--- config.mk ---
export PLATFORM = sky130hd
export DESIGN_NAME = sort4_stage
export DESIGN_NICKNAME = d
export VERILOG_FILES = /design/src/rtl/sort4_stage.sv
export SDC_FILE = /design/constraint.sdc
export NUM_CORES = 1
export LEC_CHECK = 0
export ABC_AREA = 1
export BUFFER_PORTS_ARGS = -buffer_cell sky130_fd_sc_hd__buf_2
export CORE_MARGIN = 5
export CORE_UTILIZATION = 60
export CTS_CLUSTER_SIZE = 24
export DETAILED_ROUTE_END_ITERATION = 6
export PLACE_DENSITY = 0.84
export SLEW_MARGIN = 40
export SYNTH_ARGS = -nofsm -noshare
export SYNTH_HDL_FRONTEND = slang
export SYNTH_SLANG_ARGS = --single-unit
--- constraint.sdc ---
create_clock -name clk -period 9.85 [get_ports clk]
set_input_delay 1.97 -clock clk [delete_from_list [all_inputs] [get_ports clk]]
set_output_delay 1.97 -clock clk [all_outputs]
set_load 0.005 [all_outputs]
--- src/rtl/sort4_stage.sv ---
`default_nettype none
// ============================================================================
//  Module      : sort4_stage
//  Description : Collects WIDTH-bit samples into groups of four, sorts each
//                group ascending with a three-stage pipelined comparator
//                network and presents it with merge-stage load strobes.
//  Revision    : 1.0  initial release
// ============================================================================
module sort4_stage #(
  parameter int WIDTH = 8
) (
  input  logic               clk,
  input  logic               rst,
  input  logic               in_valid,
  input  logic               in_sync,
  input  logic [WIDTH-1:0]   in_data,
  output logic [4*WIDTH-1:0] inba,
  output logic [1:0]         load4to8,
  output logic [1:0]         load8to16,
  output logic               frame_done
);

  localparam logic [1:0] c_pair_first  = 2'b01;
  localparam logic [1:0] c_pair_second = 2'b10;
  localparam logic [1:0] c_none        = 2'b00;

  // Element 0 sits in the low bits so the packed vector maps directly to inba.
  typedef logic [3:0][WIDTH-1:0] vec_t;

  logic [1:0] r_ecnt;
  logic [1:0] r_gcnt;
  vec_t       r_slot;

  // Hand-off register between collection and stage A.
  logic       r_g_vld;
  logic [1:0] r_g_tag;
  vec_t       r_g;

  logic       r_a_vld, r_b_vld, r_c_vld;
  logic [1:0] r_a_tag, r_b_tag, r_c_tag;
  vec_t       r_a, r_b, r_c;

  vec_t       w_a, w_b, w_c;

  // Collection: fill slots, hand a complete group plus its tag to the sorter.
  always_ff @(posedge clk or posedge rst) begin
    if (rst) begin
      r_ecnt  <= 2'd0;
      r_gcnt  <= 2'd0;
      r_slot  <= '0;
      r_g_vld <= 1'b0;
      r_g_tag <= 2'd0;
      r_g     <= '0;
    end else begin
      r_g_vld <= 1'b0;
      if (in_valid) begin
        if (in_sync) begin
          // New frame: drop any partial group, restart at element 0 of group 0.
          r_slot[0] <= in_data;
          r_ecnt    <= 2'd1;
          r_gcnt    <= 2'd0;
        end else begin
          r_slot[r_ecnt] <= in_data;
          r_ecnt         <= r_ecnt + 2'd1;
          if (r_ecnt == 2'd3) begin
            r_g[0]  <= r_slot[0];
            r_g[1]  <= r_slot[1];
            r_g[2]  <= r_slot[2];
            r_g[3]  <= in_data;
            r_g_vld <= 1'b1;
            r_g_tag <= r_gcnt;
            r_gcnt  <= r_gcnt + 2'd1;
          end
        end
      end
    end
  end

  // Stage A network: compare-exchange (0,1) and (2,3).
  always_comb begin
    w_a = r_g;
    if (r_g[1] < r_g[0]) begin
      w_a[0] = r_g[1];
      w_a[1] = r_g[0];
    end
    if (r_g[3] < r_g[2]) begin
      w_a[2] = r_g[3];
      w_a[3] = r_g[2];
    end
  end

  // Stage B network: compare-exchange (0,2) and (1,3).
  always_comb begin
    w_b = r_a;
    if (r_a[2] < r_a[0]) begin
      w_b[0] = r_a[2];
      w_b[2] = r_a[0];
    end
    if (r_a[3] < r_a[1]) begin
      w_b[1] = r_a[3];
      w_b[3] = r_a[1];
    end
  end

  // Stage C network: compare-exchange (1,2) finishes the sort.
  always_comb begin
    w_c = r_b;
    if (r_b[2] < r_b[1]) begin
      w_c[1] = r_b[2];
      w_c[2] = r_b[1];
    end
  end

  // Pipeline registers A/B/C; the tag travels with its data.
  always_ff @(posedge clk or posedge rst) begin
    if (rst) begin
      r_a_vld <= 1'b0;
      r_b_vld <= 1'b0;
      r_c_vld <= 1'b0;
      r_a_tag <= 2'd0;
      r_b_tag <= 2'd0;
      r_c_tag <= 2'd0;
      r_a     <= '0;
      r_b     <= '0;
      r_c     <= '0;
    end else begin
      r_a_vld <= r_g_vld;
      r_b_vld <= r_a_vld;
      r_c_vld <= r_b_vld;
      r_a_tag <= r_g_tag;
      r_b_tag <= r_a_tag;
      r_c_tag <= r_b_tag;
      r_a     <= w_a;
      r_b     <= w_b;
      r_c     <= w_c;
    end
  end

  // Output register: one-cycle strobes, inba held until the next group.
  always_ff @(posedge clk or posedge rst) begin
    if (rst) begin
      inba       <= '0;
      load4to8   <= c_none;
      load8to16  <= c_none;
      frame_done <= 1'b0;
    end else begin
      load4to8   <= c_none;
      load8to16  <= c_none;
      frame_done <= 1'b0;
      if (r_c_vld) begin
        inba       <= r_c;
        load4to8   <= r_c_tag[0] ? c_pair_second : c_pair_first;
        load8to16  <= (r_c_tag == 2'd2) ? c_pair_first :
                      (r_c_tag == 2'd3) ? c_pair_second : c_none;
        frame_done <= (r_c_tag == 2'd3);
      end
    end
  end

endmodule
`default_nettype wire

==> impl_metrics.ini, run 1 <==
[floorplan]
core_area_um2 = 13900
die_x_um = 129
io_pins = 49
core.rowCount = 43
die_height_um = 129
starting_density_of_the_core = 0.610
floorplan.die_area_um2 = 16600

[detailed_routing]
number_of_design_rule_violations_left_after_detail_routing = 0
finalWirelength_mm = 15.6
routed-via-count = 5824
detail_route.first_pass.iterations = 5
postRouteAntennaNets = 0
first_iter_violations = 421
vias_per_cell = 5.13
post_drt_wl_per_cell_um = 13.7

[timing]
finalSetupViolations = 0
fin_worst_skew_ns = 0.00992
grt_setup_unrepaired = false
timing.slew.headroom = 0.530
final.setup.worst_slack_ns = 6.82
period_share = 0.307
final-max-slew-violation-count = 0
max_slew.worst_pin.slew_ns = 0.705
final_hold_viol_count = 0
final.setup.tns_ns = 0
fin_crit_ns = 3.03
max_frequency_ghz = 0.330

[grt]
grt_pass1_wl_mm = 26.3
grt_start_max_net_pins = 121
gr-total-overflow = 0
initial_antenna_violation_count = 0
grt_util_all_layers = 0.193
via_count_of_the_first_global_routing_pass = 5564

[yosys]
synth.largest_area_cell = sky130_fd_sc_hd__dfrtp_1
postSynthRegisterBits = 204
synthesis.area_per_instance_um2 = 9.35
syn_inst = 906
synth_nets = 957
proportion_of_synthesized_chip_area_in_sequential_cells = 0.603
synth.yosys.warnings = 0
yosys.cell_types.count = 22
netlist_top_cells_area = sky130_fd_sc_hd__dfrtp_1 60%, sky130_fd_sc_hd__nand2_1 17%, sky130_fd_sc_hd__ha_1 5.8%, sky130_fd_sc_hd__nand3_1 4.7%, sky130_fd_sc_hd__o21ai_0 3.1%
synth.cell_area_um2 = 8470
synthDominantCellAreaShare = 0.603

[clock_network]
cts_tree = yes
postCtsSetupRepairBufs = 0
clk_pin_slew_ns = 0.06
clock_tree_sinks = 204
clockBufferDepth = 3
cts_made_buffers = 21
cts.hold.buffers_added = 0
cts.htree.levels = 1
root_buffer = sky130_fd_sc_hd__clkbuf_16
clk_latency_ns = 0.49
post_cts.resized_instances = 0

[placement]
place_area_um2 = 8740
dp_hpwl_mm = 10.6
dp_slack_ns = 6.05
port_buffers = 48
rd_place_congestion = 0.870

[power]
power.share.clock = 0.223
p_int_mw = 2.05
power.density_nw_per_um2 = 355
power_switching_mw = 1.28
share_seq_of_total_power = 0.424
max-vdd-ir-drop_mv = 0.190
sw_frac_of_total = 0.385
static-leakage-power_nw = 5.18
power.share.combinational = 0.353
totalPowerFinal_mw = 3.33

[run]
max_cap_violations = 0

[worst_setup_path]
cp_capture_type = flop
cp_max_fo = 41
critical_path.cell_chain = buf_2 -> inv_2 -> nor2_4 -> nand2_2 -> inv_2 -> o21ai_0
cp-start-kind = input port
critical_path_required_ns = 10.18
critPathSlowestCell = sky130_fd_sc_hd__inv_2
critPathMaxStageDelay_ns = 0.54
cp_data_arrival_time_ns = 3.36
timing_worst_setup_path_type = in2reg
setup_slack_of_the_most_critical_reg_to_reg_path_ns = 7.79
cp_common_cell = sky130_fd_sc_hd__inv_2

[layout]
final_core_util = 0.677
n_antenna_cell = 0
multiInputGateArea_um2 = 2890
final_layout_size_suffix_gt1_frac = 0.110
final_cell_area_um2 = 9400
syn2layout_area_growth_pct = 10.9
final_nets = 994
sequential_cell_area_um2 = 5110
fillers = 1079
commonest_cells_after_routing_fill_and_taps_aside = 378 x sky130_fd_sc_hd__nand2_1, 203 x sky130_fd_sc_hd__dfrtp_1, 80 x sky130_fd_sc_hd__nand3_1
most_frequent_standard_cell_in_the_layout_excluding_fill_and_tap_cells = sky130_fd_sc_hd__nand2_1

[worst_hold_path]
hp-class = reg2reg

[status]
run_status = finished clean
==> layer usage <==
metal,up-vias,wire length (µm),global-route usage
li1,2909,-,-
met1,2727,6590,0.257
met2,152,7640,0.329
met4,0,470,0.0618
met3,36,874,0.0299
met5,-,0,0
==> critical path: cells and delay by family <==
family / cells / cell delay (ns)
simple gates: 2 / 0.43
buf+inv: 3 / 0.72
compound gates: 1 / 0.21
==> logic make-up (layout without fill, tap and decap cells) <==
logic type	Yosys count	in the layout	share of synthesized area
DFF	204	204	0.603
adders and majority gates	39	39	0.0576
AOI/OAI and AO/OA	70	70	0.0436
and+or+nand+nor	487	487	0.239
buffers and inverters	106	156	0.0576
==> worst paths after layout <==
kind	from	to	depth (start not counted)
setup / recovery	in_valid	r_g[20]	6
hold / removal	r_b[29]	r_c[29]	0
setup reg to reg	r_a[5]	r_b[17]	7
hold reg to reg	r_b[29]	r_c[29]	0
max in group asynchronous	rst	inba[17]	3
min in group asynchronous	rst	load4to8[0]	2
==> sequential cells by signal (all words and copies together), names as in the netlist, 2 cells and up <==
| register | flops |
|---|---|
| r_b | 32 |
| r_a | 32 |
| r_b_tag | 2 |
| r_slot | 24 |
| load4to8 | 2 |
| r_c | 32 |
| r_g | 32 |
| inba | 32 |
| r_g_tag | 2 |
| r_a_tag | 2 |
| r_ecnt | 2 |
| r_gcnt | 2 |
| r_c_tag | 2 |
==> area by class of cell <==
cell class,count,share of cell area
clock buffers,29,0.0623
repair buffers,49,0.0268
clock inverters,7,0.00679
flip-flops and latches,204,0.543
multi-input cells,596,0.307
well taps,180,0.0240
inverters,71,0.0298
==> power by group through the flow <==
stage / logic [mW] / registers (mW) / clock network, mW
finish: 1.18 / 1.41 / 0.742
CTS: 1.18 / 1.41 / 0.760
floorplan: 0.987 / 1.35 / 0
global route: 1.36 / 1.45 / 0.794
detailed placement: 1.16 / 1.42 / 0
global placement: 1.10 / 1.40 / 0
==> stage by stage <==
| stage | hold WS, ns | instances |
|---|---|---|
| after global placement | 0.332 | 1100 |
| after CTS | 0.345 | 1136 |
| after global routing | 0.349 | 1136 |
| after floorplan | 0.331 | 906 |
| final | 0.346 | 1136 |
| after detailed placement | 0.335 | 1100 |
==> Yosys cell counts, drive strengths merged <==
cell	number
o21ai	53
clkinv	1
clkbuf	9
o21a	3
dfrtp	204
inv	70
nand2	390
a21oi	14
ha	39
nand3	80
nor3	4
nor2	13
buf	26
Power figures use the tool's default switching activity.
==> run 2, diff against run 1 <==
==> constraint.sdc (replaced) <==
create_clock -name clk -period 2.8 [get_ports clk]
set_input_delay 0.56 -clock clk [delete_from_list [all_inputs] [get_ports clk]]
set_output_delay 0.56 -clock clk [all_outputs]
set_load 0.005 [all_outputs]
==> impl_metrics.ini, run 2 (same netlist as run 1, synthesis figures left out) <==
[worst_setup_path]
cp_max_fo = 17
critPathMaxStageDelay_ns = 0.51
cp_data_arrival_time_ns = 2.39
critPathSlowestCell = sky130_fd_sc_hd__nor3_4
cp_common_cell = sky130_fd_sc_hd__nand2_1
cp-start-kind = flop
critical_path_required_ns = 3.16
timing_worst_setup_path_type = reg2reg
critical_path.cell_chain = inv_1 -> ha_1 -> nand2_1 -> nor2_1 -> nor3_4 -> nand2_4 -> nand2_1 -> nand2_1
timing.rr.end = r_a[19]
rr_worst_depth = 8
critical_path.n_buffers_inverters = 1
timing.rr.start = r_g[23]
critical_path.top_delay_family = simple AND/OR/NAND/NOR gates
setup_slack_of_the_most_critical_reg_to_reg_path_ns = 0.77
cp_capture_type = flop

[grt]
via_count_of_the_first_global_routing_pass = 5579
grt_util_met1 = 0.251
initial_antenna_violation_count = 0
grt_start_max_net_pins = 104
grt_util_all_layers = 0.194
grt_pass1_wl_mm = 26.2
gr-total-overflow = 0
grt.met3_usage = 0.0274
met2_usage = 0.330
globalRoute.busiestLayer = met2

[worst_hold_path]
hold_path.startpoint = r_b[31]
min_to = r_c[31]
hp-class = reg2reg
min_path_cells = 0

[layout]
final_layout_size_suffix_gt1_frac = 0.109
syn2layout_area_growth_pct = 11.6
n_antenna_cell = 0
final_core_util = 0.681
final_cell_area_um2 = 9460
commonest_cells_after_routing_fill_and_taps_aside = 379 x sky130_fd_sc_hd__nand2_1, 204 x sky130_fd_sc_hd__dfrtp_1, 80 x sky130_fd_sc_hd__nand3_1
fillers = 1059
most_frequent_standard_cell_in_the_layout_excluding_fill_and_tap_cells = sky130_fd_sc_hd__nand2_1
final_nets = 1002
final_cells = 1144

[timing]
period_share = 0.723
final_hold_viol_count = 0
timing.slew.headroom = 0.567
max_slew.worst_pin.slew_ns = 0.647
finalSetupViolations = 0
fin_worst_skew_ns = 0.00587
hold_ws_ns = 0.344
fin_crit_ns = 2.03
final-max-slew-violation-count = 0
grt_setup_unrepaired = false
max_frequency_ghz = 0.494

[clock_network]
clockBufferDepth = 3
cts.htree.levels = 1
clk_latency_ns = 0.48
clock_tree_sinks = 204
root_buffer = sky130_fd_sc_hd__clkbuf_16
clk_pin_slew_ns = 0.06
postCtsSetupRepairBufs = 0
cts_made_buffers = 21
cts_tree = yes

[floorplan]
floorplan.die_area_um2 = 16600
io_pins = 49
core.rowCount = 43
core_area_um2 = 13900
die_height_um = 129
starting_density_of_the_core = 0.610
die_x_um = 129

[placement]
rd_place_congestion = 0.915
place_area_um2 = 8800
placed_cells = 1107
dp_hpwl_mm = 10.7
port_buffers = 48

[power]
sw_frac_of_total = 0.381
power.density_nw_per_um2 = 1230
p_int_mw = 7.22
power_switching_mw = 4.44
power.share.combinational = 0.356
totalPowerFinal_mw = 11.7
static-leakage-power_nw = 5.20
share_seq_of_total_power = 0.426
max-vdd-ir-drop_mv = 0.622
power.share.clock = 0.218

[detailed_routing]
routed-via-count = 5829
post_drt_wl_per_cell_um = 13.4
detail_route.first_pass.iterations = 6
first_iter_violations = 437
number_of_design_rule_violations_left_after_detail_routing = 0
vias_per_cell = 5.10
postRouteAntennaNets = 0
finalWirelength_mm = 15.3

[run]
max_cap_violations = 0

[status]
run_status = finished clean
[run 2: cell count changes in the layout (fill, tap and decap cells not counted), moves of 2 or more]
cell / previous run / this run
sky130_fd_sc_hd__clkbuf_1: 5 / 8
sky130_fd_sc_hd__clkbuf_8: 3 / 5
sky130_fd_sc_hd__buf_4: 0 / 6
sky130_fd_sc_hd__clkinvlp_4: 0 / 2
sky130_fd_sc_hd__buf_12: 0 / 2
sky130_fd_sc_hd__clkinv_2: 6 / 0
[run 2: stage by stage]
stage | setup WS (ns) | setup TNS [ns]
after detailed placement | 0.852 | 0
after floorplan | -0.404 | -82.47
final | 0.774 | 0
after global placement | 0.892 | 0
after CTS | 0.799 | 0
after global routing | 0.632 | 0
[run 2: worst max-delay path by stage]
stage | cells after the start | to | slack, ns | startpoint
floorplan | 1 | frame_done | -0.40 | rst
global placement | 6 | r_b[2] | 0.89 | r_a[21]
detailed placement | 9 | r_g[2] | 0.85 | in_valid
CTS | 8 | r_a[19] | 0.80 | r_g[23]
global route | 7 | r_b[17] | 0.63 | r_a[7]
finish | 8 | r_a[19] | 0.77 | r_g[23]
[run 2: cell type report]
type | count | area (µm²) | share of cell area
clock buffer | 34 | 624 | 0.0660
multi-input combinational | 596 | 2880 | 0.304
clock inverter | 2 | 16.3 | 0.00172
inverter | 71 | 270 | 0.0286
tap | 180 | 225 | 0.0238
sequential | 204 | 5100 | 0.540
timing repair buffer | 57 | 335 | 0.0355
[run 2: layer usage]
metal / vias to the layer above / routed length (µm)
li1: 2930 / -
met1: 2719 / 6500
met2: 141 / 7510
met3: 39 / 745
met4: 0 / 582
met5: - / 0
[run 2: worst register-to-register path, cell delays in order, from the launching register on]
cell	delay [ns]
sky130_fd_sc_hd__dfrtp_1	0.38
sky130_fd_sc_hd__inv_1	0.07
sky130_fd_sc_hd__ha_1	0.32
sky130_fd_sc_hd__nand2_1	0.13
sky130_fd_sc_hd__nor2_1	0.09
sky130_fd_sc_hd__nor3_4	0.51
sky130_fd_sc_hd__nand2_4	0.23
sky130_fd_sc_hd__nand2_1	0.12
sky130_fd_sc_hd__nand2_1	0.06
[run 2: repair_timing]
item / CTS / global route
gates resized for setup: 0 / 0
endpoints found under the hold margin: 6 / 0
hold buffers: 1 / 0
endpoints found under the setup margin: 0 / 0
[run 2: power groups by stage]
stage	Clock [mW]	Combinational, mW	Sequential [mW]
4_1_cts	2.60	4.18	4.96
6_report	2.55	4.15	4.97
3_5_place_dp	0	4.12	5.01
2_1_floorplan	0	3.47	4.76
3_3_place_gp	0	3.92	4.94
5_1_grt	2.73	4.83	5.10
